==> src/rtl/cond_unit.sv <==
// Conditional-execution unit: evaluates the condition field at decode, gates writes, and holds
// the architectural NZCV flags. Define COND_PERF_EN to add the saturating squash counter.
module cond_unit (
   input  logic        clk,
   input  logic        reset,
   input  logic [3:0]  cond_i,
   input  logic [3:0]  alu_flags_i,
   input  logic        decode_i,
   input  logic [1:0]  flag_w_i,
   input  logic        pcs_i,
   input  logic        next_pc_i,
   input  logic        reg_w_i,
   input  logic        mem_w_i,
   output logic        pc_write_o,
   output logic        reg_write_o,
   output logic        mem_write_o,
   output logic [3:0]  flags_o,
   output logic        cond_ex_o
`ifdef COND_PERF_EN
   ,
   output logic [15:0] squash_cnt_o
`endif
);

   logic [3:0] flags_q, flags_d;
   logic       cond_ex_q, cond_ex_d;
   logic       cond_pass;

   // Flags are {N,Z,C,V}.
   function automatic logic eval_cond(input logic [3:0] c, input logic [3:0] f);
      logic n, z, cf, v;
      n  = f[3];
      z  = f[2];
      cf = f[1];
      v  = f[0];
      unique case (c)
         4'b0000: eval_cond = z;
         4'b0001: eval_cond = ~z;
         4'b0010: eval_cond = cf;
         4'b0011: eval_cond = ~cf;
         4'b0100: eval_cond = n;
         4'b0101: eval_cond = ~n;
         4'b0110: eval_cond = v;
         4'b0111: eval_cond = ~v;
         4'b1000: eval_cond = cf & ~z;
         4'b1001: eval_cond = ~cf | z;
         4'b1010: eval_cond = (n == v);
         4'b1011: eval_cond = (n != v);
         4'b1100: eval_cond = ~z & (n == v);
         4'b1101: eval_cond = z | (n != v);
         4'b1110: eval_cond = 1'b1;
         4'b1111: eval_cond = 1'b0;
      endcase
   endfunction

   always_comb begin
      cond_pass = eval_cond(cond_i, flags_q);
   end

   // Flag update is gated by the pre-edge cond_ex_q, so a decode in the same cycle cannot
   // influence the current instruction's flag write.
   always_comb begin
      flags_d = flags_q;
      if (flag_w_i[1] && cond_ex_q) begin
         flags_d[3:2] = alu_flags_i[3:2];
      end
      if (flag_w_i[0] && cond_ex_q) begin
         flags_d[1:0] = alu_flags_i[1:0];
      end
   end

   always_comb begin
      cond_ex_d = cond_ex_q;
      if (decode_i) begin
         cond_ex_d = cond_pass;
      end
   end

   always_ff @(posedge clk or posedge reset) begin
      if (reset) begin
         flags_q   <= 4'b0000;
         cond_ex_q <= 1'b0;
      end else begin
         flags_q   <= flags_d;
         cond_ex_q <= cond_ex_d;
      end
   end

   // next_pc_i bypasses the condition so the fetch increment is never squashed.
   always_comb begin
      reg_write_o = reg_w_i & cond_ex_q;
      mem_write_o = mem_w_i & cond_ex_q;
      pc_write_o  = next_pc_i | (pcs_i & cond_ex_q);
      flags_o     = flags_q;
      cond_ex_o   = cond_ex_q;
   end

`ifdef COND_PERF_EN
   logic [15:0] squash_cnt_q, squash_cnt_d;

   always_comb begin
      squash_cnt_d = squash_cnt_q;
      if (decode_i && !cond_pass && (squash_cnt_q != 16'hFFFF)) begin
         squash_cnt_d = squash_cnt_q + 16'd1;
      end
   end

   always_ff @(posedge clk or posedge reset) begin
      if (reset) begin
         squash_cnt_q <= 16'd0;
      end else begin
         squash_cnt_q <= squash_cnt_d;
      end
   end

   always_comb begin
      squash_cnt_o = squash_cnt_q;
   end
`endif

endmodule

==> config.mk <==
export PLATFORM = sky130hd
export DESIGN_NAME = cond_unit
export DESIGN_NICKNAME = d
export VERILOG_FILES = /design/src/rtl/cond_unit.sv
export SDC_FILE = /design/constraint.sdc
export NUM_CORES = 1
export LEC_CHECK = 0
export BUFFER_PORTS_ARGS = -buffer_cell sky130_fd_sc_hd__buf_2
export CAP_MARGIN = 10
export CORE_AREA = 2 2 39 41
export CTS_BUF_LIST = sky130_fd_sc_hd__clkbuf_2
export DETAILED_ROUTE_END_ITERATION = 16
export DIE_AREA = 0 0 41 43
export GPL_TIMING_DRIVEN = 1
export HOLD_SLACK_MARGIN = 0.02
export PLACE_DENSITY = 0.65
export SLEW_MARGIN = 20
export SYNTH_ARGS = -nofsm -noshare
export SYNTH_HDL_FRONTEND = slang
export SYNTH_SLANG_ARGS = --single-unit
export TNS_END_PERCENT = 50
==> constraint.sdc <==
create_clock -name clk -period 1.6 [get_ports clk]
set_input_delay 0.24 -clock clk [delete_from_list [all_inputs] [get_ports clk]]
set_output_delay 0.24 -clock clk [all_outputs]
set_load 0.005 [all_outputs]
Yosys cells after proc, flatten, opt, wreduce, memory -nomap -nowiden
Cells that the tools add are included.
{"block": "classes", "n_reduce_logical": 3, "n_eq_ne": 17, "n_bitwise": 12, "mux": 1}
{"cell": "== test 4 bit (second input constant)", "n": 8}
{"cell": "== test 4 x 3 -> 1 bit (second input constant)", "n": 4}
{"cell": "one-hot mux 1 bit (16 select lines)", "n": 1}
{"cell": "== test 4 x 2 -> 1 bit (second input constant)", "n": 2}
{"cell": "bitwise AND 1 bit", "n": 5}
{"cell": "== test 4 x 1 -> 1 bit (second input constant)", "n": 1}
{"cell": "logical NOT 4 bit", "n": 1}
{"cell": "inverter 1 bit", "n": 4}
{"cell": "bitwise OR 1 bit", "n": 3}
{"cell": "logical AND 1 bit", "n": 2}
{"cell": "== test 1 bit", "n": 1}
{"cell": "!= test 1 bit", "n": 1}
{"block": "word_totals", "elab_cells": 36, "regBits": 5, "out_inout_bits": 8}

Logic depth before layout (Yosys ltp)
Gate-level depths: netlist of run 1.
{"block": "depth", "depth_word": 3, "ltp_mapped": 4, "mapped_depth_nobuf": 4}

Worst setup path before layout of run 1
No wires, ideal clock.
{"block": "synth_timing", "path_type": "reg2reg", "startpoint": "reg flags_q[3] (netlist: flags_o[3])", "endpoint": "reg cond_ex_q (netlist: cond_ex_o)", "path_slack_ns": -0.148, "stages_incl_launch_ff": 5, "period_less_slack_ns": 1.748, "n_path_buf": 0, "required_time_ns": 1.469, "arrival_ns": 1.616, "cell_sequence": "dfrtp_1 mux2_1 a221o_1 a222oi_1 or3b_1"}
{"block": "synth_between", "elab_chain_len": 3, "word_cells_on_any_way": 6, "classes_between": "2 x eq/ne; 1 x mux; 3 x bitwise"}
{"element": "start, declared", "line": "25", "text": "logic [3:0] flags_q, flags_d;"}
{"element": "start signal, assigned", "line": "84", "text": "flags_q <= flags_d;"}
{"element": "!= test 1 bit or == test 1 bit (tied branches)"}
{"element": "bitwise OR 1 bit or bitwise AND 1 bit (tied branches)", "line": "50, 49"}
{"element": "one-hot mux 1 bit (16 select lines) *", "line": "36", "text": "unique case (c)"}
{"element": "end signal, assigned", "line": "85", "text": "cond_ex_q <= cond_ex_d;"}
{"element": "end, declared", "line": "26", "text": "logic cond_ex_q, cond_ex_d;"}
Every way passes the cells marked *; elsewhere a longest branch is shown, timed or not.
A chain may end at the register's enable or synchronous reset.

Worst setup path in the final report of run 1
{"block": "layout_timing", "startpoint": "reg flags_q[1] (netlist: flags_o[1])", "endpoint": "reg cond_ex_q (netlist: cond_ex_o)"}
{"block": "layout_between", "elab_chain_len": 3, "word_cells_on_any_way": 4, "classes_between": "1 x mux; 3 x bitwise"}
{"element": "inverter 1 bit", "line": "40, 46"}
{"element": "bitwise OR 1 bit", "line": "46", "text": "4'b1001: eval_cond = ~cf | z;"}
{"element": "one-hot mux 1 bit (16 select lines) *", "line": "36"}
Marks and branches as above.

==> impl_metrics.yaml, run 1 <==
finish:
  final_common_cell: "buf_2"
  antenna_cells: 0
  area_delta_synth_final_pct: 67.68
  drive_above_1_share: 0.6029
  fin_nets: 86
  final_cell_mix: "24 x buf_2, 7 x buf_4, 5 x dfrtp_1, 4 x mux2_2, 4 x clkbuf_2"
  final_cells: 84
sta:
  finClkSkew_ns: 0.009080
  slew_headroom: 0.8530
  setup_viol: 1
  setup_tns_ns: -0.1688
  layout_setup_ws_ns: -0.1688
  finalHoldViolCount: 0
  min_period_ns: 1.769
  rsz0062_at_grt: "true"
  worst_pin_slew_ns: 0.2174
  slew_viol_final: 0
  fmax_mhz: 565.4
  fin_crit_sh: 1.105
min_path:
  hold_path_class: "primary input to flop"
  worstHoldPathCells: 2
synth:
  synth.avg_cell_area_sq_um: 10.28
  yosys-top-cells-area: "dfrtp_1 38%, mux2_2 14%, xnor2_1 5.3%, mux2_4 4.6%, and2_1 3.8%"
  ys_seq_area_frac: 0.3802
  mappedNetlistNets: 49
  yosys.area.top_type: "dfrtp_1"
  synthCells: 32
  synth_cell_type_count: 18
  synth_top_area_frac: 0.3802
  yosys_warnings: 0
  netlist_area_sq_um: 329.1
  synth-seq-cells: 5
run_status:
  outcome: "complete, but fails checks"
  violations: "negative setup slack"
worst_setup_path:
  reg2reg_from: "flags_o[1]"
  r2r_cells: 4
  required_ns: 1.70
  cp_top_family: "compound AO/OA/AOI/OAI gates"
  path_depth: 4
  cp_data_arrival_time_ns: 1.86
  worst-path-buf-inv: 0
  reg2reg_to: "cond_ex_o"
  startpoint: "flags_o[1]"
  r2r_slack_ns: -0.17
  path_max_fanout: 3
  crit_path_cell_trace: "mux2_4 -> a221o_1 -> a222oi_1 -> or3b_1"
  crit_path_end_kind: "flop"
  crit_type: "flop to flop"
  critPathSlowestCell: "dfrtp_1"
  cp-start-kind: "flop"
  crit_end: "cond_ex_o"
  cpPeakStageDelay_ns: 0.40
grt:
  grt-ovfl-total: 0
  track_usage: 0.1160
  grt_max_degree: 8
  grt_pass1_wl_um: 1359
  antenna_found_initial: 0
  grt_pass1_vias: 362
place:
  place.gp.congestion: 0.6678
  preCtsSetupSlack_ns: -0.2027
  dp_hpwl_um: 780.7
  io_buffers: 24
  place_inst: 79
die:
  ios: 25
  dieWidth_um: 41
  start_util: 0.2378
  core.rowCount: 14
  die-area_sq_um: 1763
  core_area_sq_um: 1384
  fp.dieH_um: 43
clocking:
  cts_buffer_depth: 2
  cts_num_sinks: 5
  path_clk_slew_ns: 0.06
  clk_latency_ns: 0.22
  h-tree-depth: 1
  post_cts_resized: 0
  cts_setup_buffers: 0
  cts-root-buf: "clkbuf_2"
  cts_tree: "built"
  cts_made_buffers: 3
power_and_ir_drop:
  p_per_area_nw_per_um2: 1415
  irDropWorstVdd_v: 0.0004132
  p_leak_nw: 0.3012
detailed_routing:
  wl_per_cell_um: 10.94
  totalWireLength_um: 919
  drtAntennaViolNets: 0
  viasPerCell: 4.500
  drc: 0
  detail_route.iter0.violations: 11
  vias: 378
  first_pass_iters: 4
flow_run:
  maxCapViolations: 0
-- layer usage --
| layer | GRT usage | routed length (um) | vias up |
|---|---|---|---|
| met1 | 0.1307 | 373 | 174 |
| met3 | 0.04712 | 74 | 0 |
| met5 | 0 | 0 | - |
| met4 | 0.06000 | 0 | 0 |
| li1 | - | - | 189 |
| met2 | 0.1781 | 470 | 15 |
-- per-stage QoR --
step           hold WS, ns  utilization  total power (W)  cell area, sq um
5_1_grt             0.2429       0.3987        0.0008406             551.8
4_1_cts             0.2488       0.3987        0.0007951             551.8
3_5_place_dp        0.1565       0.3770        0.0006711             521.8
3_3_place_gp        0.1521       0.3770        0.0006568             521.8
6_report            0.2539       0.3987        0.0007806             551.8
2_1_floorplan      0.01852            -        0.0004389             329.1
-- where the power goes --
group          switching, W  total [W]  internal (W)  leakage, nW
Clock             0.0000520   0.000118     0.0000662       0.0166
Combinational      0.000153   0.000423      0.000270        0.226
Sequential        0.0000508   0.000240      0.000189       0.0587
-- layout make-up --
type | instances | area [sq um]
Sequential cell | 5 | 125.1
Fill cell | 149 | 832.0
Multi-Input combinational cell | 24 | 192.7
Timing Repair Buffer | 32 | 182.7
Inverter | 3 | 11.26
Clock buffer | 4 | 20.02
Tap cell | 16 | 20.02
-- synth_stat cells --
master    number
mux2_4         1
a221o_1        1
o31a_2         1
a21o_1         1
and2_1         2
o22ai_1        1
mux2_2         4
dfrtp_1        5
nor2_1         2
and3_1         1
inv_1          3
a222oi_1       1
nor3_1         1
nor4b_1        1
xnor2_1        2
mux2_1         1
nand2_1        3
or3b_1         1
-- state kept, by name, indices dropped and copies added, names as in the netlist --
| signal | flops |
|---|---|
| cond_ex_o | 1 |
| flags_o | 4 |
-- cell families after synthesis --
group	count (synthesis)	share of synthesized area
buffers and inverters	3	0.03422
XOR/XNOR	2	0.05324
multiplexers	6	0.2167
AND/OR/NAND/NOR	11	0.1825
flip-flops	5	0.3802
AO/OA/AOI/OAI	5	0.1331
-- worst min-delay path by stage --
| stage | startpoint | endpoint |
|---|---|---|
| floorplan | reset | cond_ex_o |
| global placement | reset | flags_o[3] |
| detailed placement | reset | flags_o[3] |
| CTS | alu_flags_i[3] | flags_o[3] |
| global route | alu_flags_i[3] | flags_o[3] |
| finish | alu_flags_i[0] | flags_o[0] |
-- timing repair --
action                     4_1_cts  5_1_grt
hold buffers                     1        0
hold endpoints to repair         5        0
setup endpoints to repair        1        1
pin swaps                        3        0
No activity file was read; power rests on OpenSTA's default activity.
==> run 2: changes to the inputs <==
CELL_PAD_IN_SITES_DETAIL_PLACEMENT = 0   (was not set)
CELL_PAD_IN_SITES_GLOBAL_PLACEMENT = 1   (was not set)
CORE_AREA = not set   (was 2 2 39 41)
CORE_MARGIN = 2   (was not set)
CORE_UTILIZATION = 24   (was not set)
DIE_AREA = not set   (was 0 0 41 43)
PLACE_DENSITY = 0.82   (was 0.65)
==> run 2 against run 1 <==
Net effect: the flow still finishes with violations (negative setup slack); sequential cell count unchanged; sequential share of layout area decreased by 0.70 points; worst setup slack improved by 0.011 ns; wire length increased by 8.3%; highest routed layer is now met4; design area increased by 3.2%; clock skew decreased by 0.00097 ns; critical path type unchanged.
==> impl_metrics.yaml, run 2 (same netlist as run 1, synthesis figures left out) <==
clocking:
  path_clk_slew_ns: 0.07
  h-tree-depth: 1
  cts_num_sinks: 5
  cts_tree: "built"
  clk_latency_ns: 0.24
  cts-root-buf: "clkbuf_2"
  cts_made_buffers: 3
  cts_buffer_depth: 2
grt:
  grt_pass1_wl_um: 1531
  grt_max_degree: 8
  grt_pass1_vias: 393
  grt-ovfl-total: 0
  track_usage: 0.1588
  antenna_found_initial: 0
sta:
  fin_crit_sh: 1.098
  finClkSkew_ns: 0.008114
  slew_viol_final: 0
  fmax_mhz: 569.0
  min_period_ns: 1.757
  setup_viol: 1
  layout_setup_ws_ns: -0.1575
  worst_pin_slew_ns: 0.2426
  rsz0062_at_grt: "true"
  finalHoldViolCount: 0
  slew_headroom: 0.8360
power_and_ir_drop:
  intPower_w: 0.0005494
  clkPwrFrac: 0.145
  p_switching_w: 0.0002876
  p_comb_frac: 0.560
  swShare: 0.3436
  irDropWorstVdd_v: 0.0007523
  finalPower_w: 0.0008369
  p_per_area_nw_per_um2: 1470
  p_seq_frac: 0.295
  p_leak_nw: 0.3145
die:
  die-area_sq_um: 1683
  core_area_sq_um: 1285
  ios: 25
  fp.dieH_um: 41.03
  start_util: 0.2561
  core.rowCount: 13
  dieWidth_um: 41.03
finish:
  fin_nets: 88
  largest_register_ffs: 4
  drive_above_1_share: 0.6286
  ff_latch_area_sq_um: 125.1
  post-route-util: 0.4430
  final_cells: 85
  fillers: 137
  final_common_cell: "buf_2"
  antenna_cells: 0
  area_delta_synth_final_pct: 73.00
  multi_input_area_sq_um: 196.4
  final_cell_mix: "24 x buf_2, 9 x buf_4, 5 x dfrtp_1, 4 x mux2_2"
worst_setup_path:
  cp-start-kind: "flop"
  crit_path_end_kind: "flop"
  cp_data_arrival_time_ns: 1.87
  required_ns: 1.72
  crit_type: "flop to flop"
  path_max_fanout: 2
detailed_routing:
  vias: 390
  first_pass_iters: 4
  detail_route.iter0.violations: 1
  drtAntennaViolNets: 0
  viasPerCell: 4.588
  wl_per_cell_um: 11.71
  drc: 0
  totalWireLength_um: 995
place:
  dp_hpwl_um: 715.8
  io_buffers: 24
  place.gp.congestion: 0.7880
  place_inst: 77
flow_run:
  maxCapViolations: 0
run_status:
  violations: "negative setup slack"
  outcome: "complete, but fails checks"
min_path:
  hold_path_class: "primary input to flop"
## run 2: per-stage QoR
step                      setup slack [ns]  area [sq um]  setup TNS (ns)  hold WS, ns
after floorplan                    -0.1404         329.1         -0.1404      0.01852
after global routing               -0.2642         569.3         -0.2642       0.2135
after global placement             -0.1547         513.0         -0.1547       0.1520
final                              -0.1575         569.3         -0.1575       0.2248
after CTS                          -0.1711         569.3         -0.1711       0.2229
after detailed placement           -0.2013         513.0         -0.2013       0.1571
## run 2: critical path, cell delays in order (launching register included)
cell and delay (ns):
dfrtp_1 0.40, mux2_4 0.28, a221o_1 0.33, a222oi_1 0.26, or3b_1 0.37
## run 2: final cells by class
type / count / share of cell area
clock buffer: 3 / 0.02637
clock inverter: 1 / 0.008791
inverter: 3 / 0.01978
multi-input combinational: 24 / 0.3451
sequential: 5 / 0.2198
tap: 15 / 0.03297
timing repair buffer: 34 / 0.3473
## run 2: path summary, 6_finish.rpt
check                               startpoint    endpoint  slack [ns]  depth (start not counted)
worst max-delay path                flags_o[2]   cond_ex_o       -0.16                          4
max in group asynchronous                reset   cond_ex_o        0.97                          3
min in group asynchronous                reset  flags_o[3]        0.44                          3
worst max register to register      flags_o[2]   cond_ex_o       -0.16                          4
worst min-delay path            alu_flags_i[3]  flags_o[3]        0.22                          2
worst min register to register      flags_o[3]  flags_o[3]        0.66                          2
## run 2: power by group through the flow
| stage | clock (W) | combinational [W] | sequential [W] |
|---|---|---|---|
| floorplan | 0 | 0.000183 | 0.000256 |
| detailed placement | 0 | 0.000412 | 0.000245 |
| finish | 0.000122 | 0.000469 | 0.000247 |
| CTS | 0.000125 | 0.000468 | 0.000244 |
| global route | 0.000134 | 0.000511 | 0.000259 |
| global placement | 0 | 0.000402 | 0.000241 |
## run 2: per-layer routing
metal | GRT usage | part of all wire | vias to the layer above
li1 | - | - | 194
met1 | 0.1283 | 0.34 | 172
met2 | 0.2813 | 0.55 | 22
met3 | 0.08152 | 0.097 | 2
met4 | 0.1250 | 0.011 | 0
met5 | 0 | 0 | -
## run 2: repair_timing
action / in CTS / in global routing
setup endpoints to repair: 1 / 1
endpoints found under the hold margin: 5 / 0
gates resized for setup: 1 / 0
pin swaps: 3 / 1
setup buffers: 3 / 0
hold buffers: 1 / 0
==> run 3: changes to the inputs <==
CAP_MARGIN = not set   (was 10)
CELL_PAD_IN_SITES_DETAIL_PLACEMENT = 1   (was 0)
CORE_MARGIN = not set   (was 2)
==> run 3 against run 2 <==
Net effect: the flow still finishes with violations (negative setup slack); first-iteration DRC count increased to 6.0 times the previous value; maximum frequency fell by 0.22%; design area decreased by 2.9%; final cell count fell by 3.5%; largest cell class is now multi-input combinational cells; largest power group unchanged; highest routed layer is now met3.
==> impl_metrics.yaml, run 3 (same netlist as run 1, synthesis figures left out) <==
sta:
  rsz0062_at_grt: "true"
  finalHoldViolCount: 0
  fmax_mhz: 567.7
  min_period_ns: 1.761
  setup_viol: 1
  fin_crit_sh: 1.101
  finClkSkew_ns: 0.008113
  slew_headroom: 0.8325
  worst_pin_slew_ns: 0.2478
  layout_setup_ws_ns: -0.1614
  slew_viol_final: 0
  setup_tns_ns: -0.1614
power_and_ir_drop:
  p_comb_frac: 0.554
  p_switching_w: 0.0002656
  swShare: 0.3313
  p_per_area_nw_per_um2: 1450
  intPower_w: 0.0005361
  p_seq_frac: 0.299
  finalPower_w: 0.0008017
  p_leak_nw: 0.3053
  irDropWorstVdd_v: 0.0007292
  clkPwrFrac: 0.147
grt:
  track_usage: 0.1425
  grt-ovfl-total: 0
  grt_max_degree: 8
  grt_pass1_vias: 385
  antenna_found_initial: 0
  grt_pass1_wl_um: 1435
place:
  preCtsSetupSlack_ns: -0.2487
  placedInstanceArea_sq_um: 511.7
  io_buffers: 24
  dp_hpwl_um: 792.7
  place.gp.congestion: 0.8007
worst_setup_path:
  required_ns: 1.70
  crit_path_end_kind: "flop"
  critPathSlowestCell: "dfrtp_1"
  crit_path_cell_trace: "mux2_4 -> a221o_1 -> a222oi_1 -> or3b_1"
  path_max_fanout: 2
  cp_top_family: "compound AO/OA/AOI/OAI gates"
  crit_type: "flop to flop"
  cp-start-kind: "flop"
  cpPeakStageDelay_ns: 0.38
  cp_data_arrival_time_ns: 1.86
  worst-path-buf-inv: 0
clocking:
  clk_latency_ns: 0.22
  cts_made_buffers: 3
  cts_tree: "built"
  cts_num_sinks: 5
  path_clk_slew_ns: 0.06
  cts_buffer_depth: 2
  cts-root-buf: "clkbuf_2"
  h-tree-depth: 1
finish:
  drive_above_1_share: 0.6176
  area_delta_synth_final_pct: 68.06
  post-route-util: 0.4662
  fin_nets: 86
  largest_register_ffs: 4
  final_cell_mix: "24 x buf_2, 7 x buf_4, 5 x dfrtp_1, 4 x mux2_2, 4 x clkbuf_2"
  antenna_cells: 0
  fin_area_sq_um: 553.0
  final_common_cell: "buf_2"
detailed_routing:
  drc: 0
  detail_route.iter0.violations: 6
  vias: 397
  viasPerCell: 4.841
  first_pass_iters: 4
  totalWireLength_um: 990
  drtAntennaViolNets: 0
  wl_per_cell_um: 12.07
die:
  ios: 25
  die-area_sq_um: 1523
  core_area_sq_um: 1186
  core.rowCount: 12
  dieWidth_um: 39.03
  start_util: 0.2774
  fp.dieH_um: 39.03
run_status:
  outcome: "complete, but fails checks"
  violations: "negative setup slack"
flow_run:
  maxCapViolations: 0
min_path:
  hold_path_class: "primary input to flop"
[run 3: power groups by stage]
| stage | Clock, W | Sequential (W) | Combinational, W |
|---|---|---|---|
| after floorplan | 0 | 0.000256 | 0.000183 |
| after global placement | 0 | 0.000239 | 0.000402 |
| after detailed placement | 0 | 0.000242 | 0.000422 |
| after CTS | 0.000125 | 0.000241 | 0.000435 |
| after global routing | 0.000135 | 0.000248 | 0.000481 |
| final | 0.000118 | 0.000239 | 0.000444 |
[run 3: final timing paths]
kind	start	end	slack (ns)	depth (start not counted)
min in group asynchronous	reset	flags_o[2]	0.46	3
worst min register to register	flags_o[2]	flags_o[2]	0.63	2
worst min-delay path	alu_flags_i[2]	flags_o[2]	0.24	2
max in group asynchronous	reset	flags_o[3]	0.96	3
worst max-delay path	flags_o[2]	cond_ex_o	-0.16	4
worst max register to register	flags_o[2]	cond_ex_o	-0.16	4
[run 3: metal layers]
metal	vias up	track usage	routed length [um]
li1	189	-	-
met1	186	0.1329	379
met2	22	0.2750	540
met3	0	0.06936	69
met4	0	0.02586	0
met5	-	0	0
[run 3: layout make-up]
cell class	count	area [sq um]
clock buffer	4	20.02
fill	159	633.1
inverter	3	11.26
multi-input combinational	24	196.4
sequential	5	125.1
tap	14	17.52
timing repair buffer	32	182.7
[run 3: what timing repair did]
action                                 CTS  global route
resized for setup                        0             1
setup buffers                            1             0
setup endpoints to repair                1             1
endpoints found under the hold margin    5             0
pin swaps                                3             3
hold buffers                             1             0
[run 3: through the flow]
step / cells / hold WS, ns
final: 82 / 0.2445
after global routing: 82 / 0.2323
after CTS: 82 / 0.2315
after detailed placement: 76 / 0.1472
after global placement: 76 / 0.1492
after floorplan: 32 / 0.01852
